--- src/rtl/gate_tt_sweeper.sv ---
// ============================================================================
//  Module   : gate_tt_sweeper
//  Function : Steps a small combinational gate through every input vector and
//             captures its truth table. Optional golden compare: GTS_COMPARE_EN.
//  Revision : 1.0
// ============================================================================
`default_nettype none

module gate_tt_sweeper #(
    parameter int                   N_IN       = 3,
    parameter int                   SETTLE_CYC = 1,
    parameter logic [2**N_IN-1:0]   EXPECT     = 8'h57
) (
    input  logic                clk,
    input  logic                rst_n,
    input  logic                start,
    output logic [N_IN-1:0]     vec_out,
    input  logic                resp_in,
    output logic                busy,
    output logic                done,
    output logic [2**N_IN-1:0]  tt_out,
    output logic                pass
);

    localparam int              c_tt_w        = 2**N_IN;
    localparam logic [1:0]      c_s_idle      = 2'd0;
    localparam logic [1:0]      c_s_settle    = 2'd1;
    localparam logic [1:0]      c_s_sample    = 2'd2;
    localparam logic [1:0]      c_s_done      = 2'd3;
    localparam logic [N_IN-1:0] c_last_idx    = '1;
    localparam logic [3:0]      c_settle_last = 4'(SETTLE_CYC - 1);

    logic [1:0]        r_state;
    logic [1:0]        w_state_next;
    logic [N_IN-1:0]   r_idx;
    logic [3:0]        r_cnt;
    logic [c_tt_w-1:0] r_shadow;
    logic [c_tt_w-1:0] w_shadow_next;
    logic              w_last_sample;

    // State register
    always_ff @(posedge clk or negedge rst_n) begin
        if (!rst_n) begin
            r_state <= c_s_idle;
        end else begin
            r_state <= w_state_next;
        end
    end

    // Next-state logic
    always_comb begin
        w_state_next = r_state;
        case (r_state)
            c_s_idle:   if (start) w_state_next = c_s_settle;
            c_s_settle: if (r_cnt == c_settle_last) w_state_next = c_s_sample;
            c_s_sample: w_state_next = (r_idx == c_last_idx) ? c_s_done : c_s_settle;
            default:    w_state_next = c_s_idle;
        endcase
    end

    // Output decode
    always_comb begin
        busy = 1'b0;
        done = 1'b0;
        case (r_state)
            c_s_settle: busy = 1'b1;
            c_s_sample: busy = 1'b1;
            c_s_done:   done = 1'b1;
            default:    ;
        endcase
    end

    // The final sample and the table publish share one edge, so the published
    // value must already include the bit being sampled.
    always_comb begin
        w_shadow_next        = r_shadow;
        w_shadow_next[r_idx] = resp_in;
    end

    assign w_last_sample = (r_state == c_s_sample) && (r_idx == c_last_idx);

    always_ff @(posedge clk or negedge rst_n) begin
        if (!rst_n) begin
            r_idx    <= '0;
            r_cnt    <= '0;
            r_shadow <= '0;
            vec_out  <= '0;
            tt_out   <= '0;
        end else begin
            case (r_state)
                c_s_idle: begin
                    if (start) begin
                        r_shadow <= '0;
                        r_idx    <= '0;
                        vec_out  <= '0;
                        r_cnt    <= '0;
                    end
                end
                c_s_settle: begin
                    if (r_cnt != c_settle_last) r_cnt <= r_cnt + 4'd1;
                end
                c_s_sample: begin
                    r_shadow <= w_shadow_next;
                    if (w_last_sample) begin
                        tt_out <= w_shadow_next;
                    end else begin
                        r_idx   <= r_idx + 1'b1;
                        vec_out <= r_idx + 1'b1;
                        r_cnt   <= '0;
                    end
                end
                default: ;
            endcase
        end
    end

`ifdef GTS_COMPARE_EN
    always_ff @(posedge clk or negedge rst_n) begin
        if (!rst_n) begin
            pass <= 1'b0;
        end else if (w_last_sample) begin
            pass <= (w_shadow_next == EXPECT);
        end
    end
`else
    assign pass = 1'b0;
`endif

endmodule

`default_nettype wire

--- config.mk ---
export PLATFORM = sky130hd
export DESIGN_NAME = gate_tt_sweeper
export DESIGN_NICKNAME = d
export VERILOG_FILES = /design/src/rtl/gate_tt_sweeper.sv
export SDC_FILE = /design/constraint.sdc
export NUM_CORES = 1
export LEC_CHECK = 0
export ABC_AREA = 1
export CAP_MARGIN = 10
export CORE_MARGIN = 2
export CORE_UTILIZATION = 43
export CTS_CLUSTER_DIAMETER = 80
export DETAILED_ROUTE_END_ITERATION = 7
export SLEW_MARGIN = 25
export SYNTH_ARGS = -nofsm -noshare
export SYNTH_HDL_FRONTEND = slang
export SYNTH_SLANG_ARGS = --single-unit
--- constraint.sdc ---
create_clock -name clk -period 3.15 [get_ports clk]
set_input_delay 0.7875 -clock clk [delete_from_list [all_inputs] [get_ports clk]]
set_output_delay 0.7875 -clock clk [all_outputs]
set_load 0.03 [all_outputs]
==> run_results.csv, run 1 <==
group,metric,value,unit
grt,track_usage,0.170,
clocking,numCtsBuffers,3,
die,die_y,61.6,um
synth,synth-seq-cells,25,
critical_path,reg2reg_setup_slack,1.34,ns
critical_path,worst_r2r_endpoint,"r_idx[1]$_DFFE_PN0P_",
grt,grt_pass1_vias,1070,
synth,avgSynthCellArea,8.10,um^2
cells_and_area,layout_commonest_cell,"nand2_1",
cells_and_area,drive_gt1_frac,0.110,
sta,fin_crit_sh,0.827,
sta,hold_violations,0,
routing,vias,1170,
routing,avgViaCountPerCell,4.98,
die,core,3100,um^2
critical_path,critical_path_class,"flop to output port",
critical_path,timing.rr.start,"r_idx[0]$_DFFE_PN0P_",
cells_and_area,nets,205,
routing,drtIter0Drc,61,
sta,fmax,384,MHz
min_path,hold_end,"r_shadow[1]$_DFFE_PN0P_",
die,pin_count,18,
clocking,clockBufferDepth,2,
synth,synth_warnings,0,
critical_path,cp.arrival,1.82,ns
place,hpwl,1980,um
critical_path,worstPathRequired,2.36,ns
place,port_buffers,16,
sta,final_max_slew_viol_count,0,
synth,synth_cell_type_count,25,
cells_and_area,stdcell_count,235,
routing,firstDrtPassIters,4,
min_path,hold_start,"r_shadow[1]$_DFFE_PN0P_",
clocking,cts_root_buf,"clkbuf_4",
routing,drc,0,
grt,overflow,0,
cells_and_area,fillers,326,
clocking,cts.sinks,25,
clocking,holdBufCountCts,0,
routing,wl_per_cell,11.6,um
cells_and_area,synthToLayoutAreaGrowth,14.0,%
power_and_ir_drop,power_density,625,nW/um^2
sta,rsz0062_at_grt,"false",
sta,max_slew.worst_pin.slew,0.513,ns
routing,routed_wl,2720,um
cells_and_area,antenna_cells,0,
flow_run,cap_violations,0,
place,place_ws,0.894,ns
clocking,cts_setup_buffers,0,
min_path,whs_path_depth,2,
critical_path,start_kind,"flop",
clocking,htreeDepth,1,
synth,yosys-top-cells-area,"dfrtp_1, nand2_1, nand3_1, ha_1, inv_1",
critical_path,path_max_fanout,7,
sta,maxSlewHeadroom,0.658,
sta,fin_ws,0.546,ns
sta,skew,0.00406,ns
clocking,clk_latency,0.31,ns
synth,syn_area,1430,um^2
power_and_ir_drop,vdd.ir_drop.worst,0.213,mV
grt,grt_max_degree,26,
synth,yosysSeqAreaShare,0.439,
sta,setup_violations,0,
place,place.gp.congestion,0.800,
synth,synth_cells,176,
routing,ant_nets,0,
die,rows,20,
place,dp.cells,231,
clocking,clk_pin_slew,0.13,ns
clocking,cts_tree,"built",
synth,yosysTopAreaCell,"dfrtp_1",
grt,grt_pass1_wl,4670,um
die,dieArea,3790,um^2
die,start_util,0.459,
grt,antenna_found_initial,0,
critical_path,r2r_cells,6,
sta,period_needed,2.60,ns
synth,syn-num-nets,189,
critical_path,cp-end-kind,"output port",
synth,yosys.area.top_type_share,0.439,
sta,fin_setup_tns,0,ns
outcome,status,"finished clean",
power_and_ir_drop,leakage,0.828,nW
clocking,ctsResizeCount,0,
die,die_x,61.6,um
min_path,hold_path.class,"flop to flop",
cells_and_area,final_cell_mix,"nand2_1, nand3_1, dfrtp_1",
-- flip-flops by register name (all words and copies together), names as in the netlist --
| name | cells |
|---|---|
| r_shadow | 8 |
| tt_out | 8 |
| r_state | 2 |
| r_cnt | 4 |
| r_idx | 3 |
-- how the worst max path moves through the flow --
stage / endpoint / cells after the start / slack, ns / start
after floorplan: busy / 2 / 1.45 / r_state[0]$_DFFE_PN0P_
final: busy / 3 / 0.55 / r_state[0]$_DFFE_PN0P_
after global placement: busy / 3 / 0.93 / r_state[0]$_DFFE_PN0P_
after CTS: busy / 3 / 0.53 / r_state[0]$_DFFE_PN0P_
after detailed placement: busy / 3 / 0.89 / r_state[0]$_DFFE_PN0P_
after global routing: busy / 3 / 0.44 / r_state[0]$_DFFE_PN0P_
-- through the flow --
step	util	hold WS [ns]	instance area, um^2	total power, mW
after floorplan	-	0.440	1430	0.778
after global placement	0.515	0.455	1600	0.874
after detailed placement	0.515	0.464	1600	0.884
after CTS	0.523	0.499	1620	1.03
after global routing	0.523	0.523	1620	1.10
final	0.523	0.496	1620	1.01
-- area by class of cell --
type                    instances  area [um^2]  area share
inverters                      24         92.6      0.0570
well taps                      44         55.1      0.0339
repair buffers                 17          168       0.103
clock buffers                   4         26.3      0.0162
flip-flops and latches         25          626       0.385
multi-input cells             121          657       0.404
-- Yosys cell counts --
master / n
xor2_1: 1
a21oi_2: 1
dfrtp_1: 25
o21ai_0: 2
inv_4: 1
nand3_2: 1
conb_1: 1
o21ai_1: 6
buf_4: 3
buf_6: 2
o21bai_2: 1
o211ai_1: 1
buf_2: 1
inv_2: 7
ha_1: 9
nor2_2: 1
inv_1: 16
o21ai_2: 1
nor2_1: 1
nand2_2: 3
nor2_4: 1
nand3_1: 27
o21bai_1: 2
nand4_1: 9
nand2_1: 53
-- cell families after synthesis --
family                   count (synthesis)  synth area share
AND/OR/NAND/NOR                         96             0.309
buffers and inverters                   30             0.100
flip-flops                              25             0.439
AO/OA/AOI/OAI                           14            0.0641
adder cells (fa/ha/maj)                  9            0.0790
XOR/XNOR                                 1           0.00615
other                                    1           0.00263
-- power by group --
part | leakage [nW] | switching, mW | internal (mW) | total (mW)
sequential | 0.308 | 0.0621 | 0.362 | 0.424
clock | 0.0150 | 0.0918 | 0.0495 | 0.141
combinational | 0.506 | 0.294 | 0.156 | 0.450
total | 0.828 | 0.448 | 0.567 | 1.01
-- critical path, cell delays in order, from the launching register on --
cell             delay [ns]
dfrtp_1                0.47
inv_1                  0.10
ha_1                   0.28
clkdlybuf4s50_1        0.66
-- routing by layer --
metal	part of all wire	up-vias	track usage	wire length, um
met1	0.49	544	0.223	1340
met2	0.45	21	0.272	1230
met4	0.017	0	0.0729	46
met3	0.038	4	0.0336	104
met5	0	-	0	0
li1	-	601	-	-
(Power assumes the default switching activity.)
==> run 2, diff against run 1 <==
--- a/config.mk
+++ b/config.mk
@@ -11,6 +11,7 @@
 export CORE_UTILIZATION = 43
 export CTS_CLUSTER_DIAMETER = 80
 export DETAILED_ROUTE_END_ITERATION = 7
+export PLACE_DENSITY = 0.67
 export SLEW_MARGIN = 25
 export SYNTH_ARGS = -nofsm -noshare
 export SYNTH_HDL_FRONTEND = slang
==> constraint.sdc (replaced) <==
create_clock -name clk -period 2.35 [get_ports clk]
set_input_delay 0.5875 -clock clk [delete_from_list [all_inputs] [get_ports clk]]
set_output_delay 0.5875 -clock clk [all_outputs]
set_load 0.03 [all_outputs]
==> run 2 against run 1 <==
Sequential power is 35% higher. Sequential cell count stayed put. Critical path depth is 2 lower. Wire length is 4.7% higher. Critical path type unchanged. Largest cell class unchanged.
==> run_results.csv, run 2 (same netlist as run 1, synthesis figures left out) <==
group,metric,value,unit
routing,firstDrtPassIters,4,
cells_and_area,antenna_cells,0,
sta,max_slew.worst_pin.slew,0.527,ns
power_and_ir_drop,leakage,0.831,nW
critical_path,start_kind,"flop",
place,place.gp.congestion,0.780,
sta,rsz0062_at_grt,"false",
sta,maxSlewHeadroom,0.649,
power_and_ir_drop,total_power,1.37,mW
power_and_ir_drop,power_frac_comb,0.439,
die,rows,20,
clocking,numCtsBuffers,3,
power_and_ir_drop,p_int,0.747,mW
die,dieArea,3790,um^2
clocking,holdBufCountCts,0,
critical_path,cp.arrival,1.69,ns
clocking,cts.sinks,25,
place,place_ws,0.269,ns
sta,period_needed,2.27,ns
power_and_ir_drop,power_frac_clock,0.141,
power_and_ir_drop,vdd.ir_drop.worst,0.324,mV
routing,drtIter0Drc,58,
cells_and_area,stdcell_count,235,
sta,fin_crit_sh,0.967,
critical_path,critical-path-top-delay-family,"buffers and inverters",
cells_and_area,nets,205,
clocking,clk_pin_slew,0.15,ns
grt,grt_pass1_wl,4820,um
critical_path,worstPathRequired,1.76,ns
clocking,cts_tree,"built",
grt,antenna_found_initial,0,
sta,hold_violations,0,
die,pin_count,18,
critical_path,crit_buf_inv,1,
power_and_ir_drop,netSwitchingFraction,0.453,
critical_path,worst-path-stages,1,
die,start_util,0.459,
clocking,cts_root_buf,"clkbuf_4",
routing,ant_nets,0,
die,die_y,61.6,um
critical_path,worstPathCellList,"clkdlybuf4s50_1",
min_path,whs_path_depth,2,
die,die_x,61.6,um
cells_and_area,layout_commonest_cell,"nand2_1",
routing,drc,0,
grt,overflow,0,
place,port_buffers,16,
sta,fin_ws,0.0767,ns
critical_path,cp-end-kind,"output port",
critical_path,path_max_fanout,10,
clocking,htreeDepth,1,
grt,grt_pass1_vias,1096,
cells_and_area,fillers,318,
clocking,clk_latency,0.32,ns
critical_path,critical_path_class,"flop to output port",
routing,avgViaCountPerCell,5.10,
cells_and_area,finish.utilization,0.524,
cells_and_area,synthToLayoutAreaGrowth,14.0,%
sta,fin_setup_tns,0,ns
routing,vias,1198,
power_and_ir_drop,power_density,841,nW/um^2
die,core,3100,um^2
sta,setup_violations,0,
sta,final_max_slew_viol_count,0,
cells_and_area,drive_gt1_frac,0.120,
place,dp.cells,231,
grt,track_usage,0.171,
place,place_area,1600,um^2
clocking,clockBufferDepth,2,
power_and_ir_drop,p_seq_frac,0.420,
critical_path,slowest_delay,0.75,ns
critical_path,r2r_cells,8,
critical_path,cp_slowest_cell,"clkdlybuf4s50_1",
cells_and_area,final_cell_mix,"nand2_1, nand3_1, dfrtp_1",
sta,hold_ws,0.493,ns
power_and_ir_drop,power.switching,0.620,mW
place,hpwl,2020,um
clocking,cts_setup_buffers,0,
min_path,hold_path.class,"flop to flop",
cells_and_area,fin_area,1630,um^2
cells_and_area,reg.largest.list,"r_shadow x8, tt_out x8, r_cnt x4",
sta,skew,0.0176,ns
sta,fmax,440,MHz
routing,wl_per_cell,12.1,um
flow_run,cap_violations,0,
grt,grt_max_degree,26,
outcome,status,"finished clean",
routing,routed_wl,2850,um
-- run 2: routing by layer --
metal,wire (um),vias to the layer above,track usage
met1,1380,563,0.254
met4,31,0,0.0578
met3,96,5,0.0189
met2,1340,32,0.259
li1,-,598,-
met5,0,-,0
-- run 2: timing repair --
item | CTS | global route
gates resized for setup | 1 | 1
gates cloned | 0 | 0
endpoints found under the setup margin | 1 | 1
-- run 2: final cells by class --
class	count	area, um^2	area share
clock buffers	3	22.5	0.0139
clock inverters	1	5.00	0.00308
multi-input cells	121	657	0.404
flip-flops and latches	25	627	0.386
well taps	44	55.1	0.0339
repair buffers	17	166	0.102
inverters	24	92.6	0.0570
-- run 2: worst paths after layout --
path	start	to	slack, ns
worst max-delay path	r_idx[2]$_DFFE_PN0P_	vec_out[2]	0.08
worst min-delay path	r_shadow[4]$_DFFE_PN0P_	r_shadow[4]$_DFFE_PN0P_	0.49
worst max register to register	r_idx[1]$_DFFE_PN0P_	r_cnt[0]$_DFFE_PN0P_	0.59
worst min register to register	r_shadow[4]$_DFFE_PN0P_	r_shadow[4]$_DFFE_PN0P_	0.49
max in group asynchronous	rst_n	r_shadow[3]$_DFFE_PN0P_	1.49
min in group asynchronous	rst_n	r_shadow[5]$_DFFE_PN0P_	0.60
-- run 2: power groups by stage --
stage	combinational (mW)	clock [mW]	sequential, mW
floorplan	0.468	0	0.575
global placement	0.598	0	0.570
detailed placement	0.610	0	0.579
CTS	0.602	0.198	0.570
global route	0.669	0.216	0.586
finish	0.600	0.193	0.574
==> run 3, diff against run 2 <==
==> constraint.sdc (replaced) <==
create_clock -name clk -period 2.35 [get_ports clk]
set_input_delay 0.5875 -clock clk [delete_from_list [all_inputs] [get_ports clk]]
set_output_delay 0.5875 -clock clk [all_outputs]
set_load 0.005 [all_outputs]
==> run 3 against run 2 <==
Design area about the same. Wire length is 0.39% higher. Worst setup slack better by 0.017 ns. Critical path type unchanged. Largest power group is now sequential cells. Highest routed layer unchanged. Sequential cell count unchanged.
==> run_results.csv, run 3 (same netlist as run 1, synthesis figures left out) <==
group,metric,value,unit
place,hpwl,2080,um
sta,fin_crit_sh,0.960,
cells_and_area,antenna_cells,0,
critical_path,slowest_delay,0.49,ns
routing,drc,0,
critical_path,crit_buf_inv,2,
routing,avgViaCountPerCell,5.01,
critical_path,r2r_cells,8,
critical_path,worstPathRequired,1.76,ns
die,core,3100,um^2
cells_and_area,drive_gt1_frac,0.110,
cells_and_area,reg.largest.list,"r_shadow x8, tt_out x8, r_cnt x4",
power_and_ir_drop,p_seq_frac,0.441,
flow_run,cap_violations,0,
routing,routed_wl,2860,um
power_and_ir_drop,netSwitchingFraction,0.415,
grt,grt_pass1_wl,5000,um
power_and_ir_drop,p_int,0.759,mW
power_and_ir_drop,power_density,798,nW/um^2
sta,maxSlewHeadroom,0.623,
clocking,clockBufferDepth,2,
power_and_ir_drop,power_frac_clock,0.154,
critical_path,cp.arrival,1.67,ns
critical_path,worst_r2r_endpoint,"r_cnt[0]$_DFFE_PN0P_",
clocking,cts_root_buf,"clkbuf_4",
clocking,htreeDepth,1,
critical_path,cp-end-kind,"output port",
clocking,ctsResizeCount,0,
routing,drtIter0Drc,38,
sta,fin_setup_tns,0,ns
power_and_ir_drop,vdd.ir_drop.worst,0.243,mV
critical_path,worstPathCellList,"inv_1 > ha_1 > clkdlybuf4s50_1",
clocking,cts_tree,"built",
clocking,clk_pin_slew,0.14,ns
min_path,hold_end,"r_shadow[1]$_DFFE_PN0P_",
clocking,cts.sinks,25,
routing,ant_nets,0,
sta,rsz0062_at_grt,"false",
place,place.gp.congestion,0.817,
power_and_ir_drop,leakage,0.828,nW
sta,final_max_slew_viol_count,0,
sta,fmax,443,MHz
sta,max_slew.worst_pin.slew,0.566,ns
die,start_util,0.459,
grt,antenna_found_initial,0,
die,pin_count,18,
sta,hold_violations,0,
outcome,status,"finished clean",
critical_path,critical-path-top-delay-family,"buffers and inverters",
grt,grt_pass1_vias,1148,
cells_and_area,nets,205,
critical_path,path_max_fanout,7,
die,die_x,61.6,um
grt,overflow,0,
grt,grt_max_degree,26,
clocking,holdBufCountCts,0,
clocking,clk_latency,0.32,ns
routing,vias,1177,
place,port_buffers,16,
clocking,numCtsBuffers,3,
min_path,whs_path_depth,2,
critical_path,timing.rr.start,"r_idx[0]$_DFFE_PN0P_",
cells_and_area,final_cell_mix,"nand2_1, nand3_1, dfrtp_1",
cells_and_area,synthToLayoutAreaGrowth,14.0,%
die,dieArea,3790,um^2
min_path,hold_path.class,"flop to flop",
sta,period_needed,2.26,ns
critical_path,cp_slowest_cell,"clkdlybuf4s50_1",
die,rows,20,
power_and_ir_drop,total_power,1.30,mW
cells_and_area,regArea,626,um^2
critical_path,reg2reg_setup_slack,0.55,ns
routing,firstDrtPassIters,4,
grt,track_usage,0.178,
critical_path,start_kind,"flop",
routing,wl_per_cell,12.2,um
min_path,hold_start,"r_shadow[1]$_DFFE_PN0P_",
critical_path,critical_path_class,"flop to output port",
sta,skew,0.000621,ns
cells_and_area,layout_commonest_cell,"nand2_1",
clocking,cts_setup_buffers,0,
power_and_ir_drop,power_frac_comb,0.405,
cells_and_area,fillers,322,
die,die_y,61.6,um
power_and_ir_drop,power.switching,0.537,mW
critical_path,critPathLaunch,"r_state[0]$_DFFE_PN0P_",
cells_and_area,multiInputGateArea,657,um^2
sta,setup_violations,0,
## run 3: worst max path at each step
stage	to	cells after the start
3_5_place_dp	r_idx[1]$_DFFE_PN0P_	5
4_1_cts	busy	3
3_3_place_gp	busy	3
6_report	busy	3
2_1_floorplan	busy	2
5_1_grt	busy	3
## run 3: worst reg2reg max path, delay by kind of cell, from the launching register on
family,cells,cell delay (ns)
and+or+nand+nor,5,0.63
DFF,1,0.55
buffers and inverters,1,0.07
adders and majority gates,2,0.46
## run 3: metal layers
layer / vias to the layer above / routed length (um) / GRT usage
met5: - / 0 / 0
met4: 0 / 42 / 0.0669
met3: 5 / 90 / 0.0252
met2: 17 / 1350 / 0.292
met1: 558 / 1370 / 0.238
li1: 597 / - / -
## run 3: per-stage QoR
stage,hold WS (ns),cells,instance area (um^2),setup slack (ns),util
floorplan,0.292,176,1430,0.983,-
global placement,0.452,231,1600,0.507,0.515
detailed placement,0.465,231,1600,0.430,0.515
CTS,0.500,235,1620,0.0933,0.523
global route,0.511,235,1620,0.00221,0.523
finish,0.499,235,1620,0.0938,0.523
## run 3: power by group through the flow
| stage | logic, mW | registers (mW) | clock network (mW) |
|---|---|---|---|
| after floorplan | 0.416 | 0.537 | 0 |
| final | 0.525 | 0.571 | 0.199 |
| after global routing | 0.595 | 0.583 | 0.221 |
| after detailed placement | 0.524 | 0.579 | 0 |
| after CTS | 0.528 | 0.570 | 0.201 |
| after global placement | 0.513 | 0.571 | 0 |
## run 3: area by class of cell
class	instances	area share
timing repair buffer	17	0.103
inverter	24	0.0570
sequential	25	0.385
clock buffer	4	0.0162
tap	44	0.0339
multi-input combinational	121	0.404
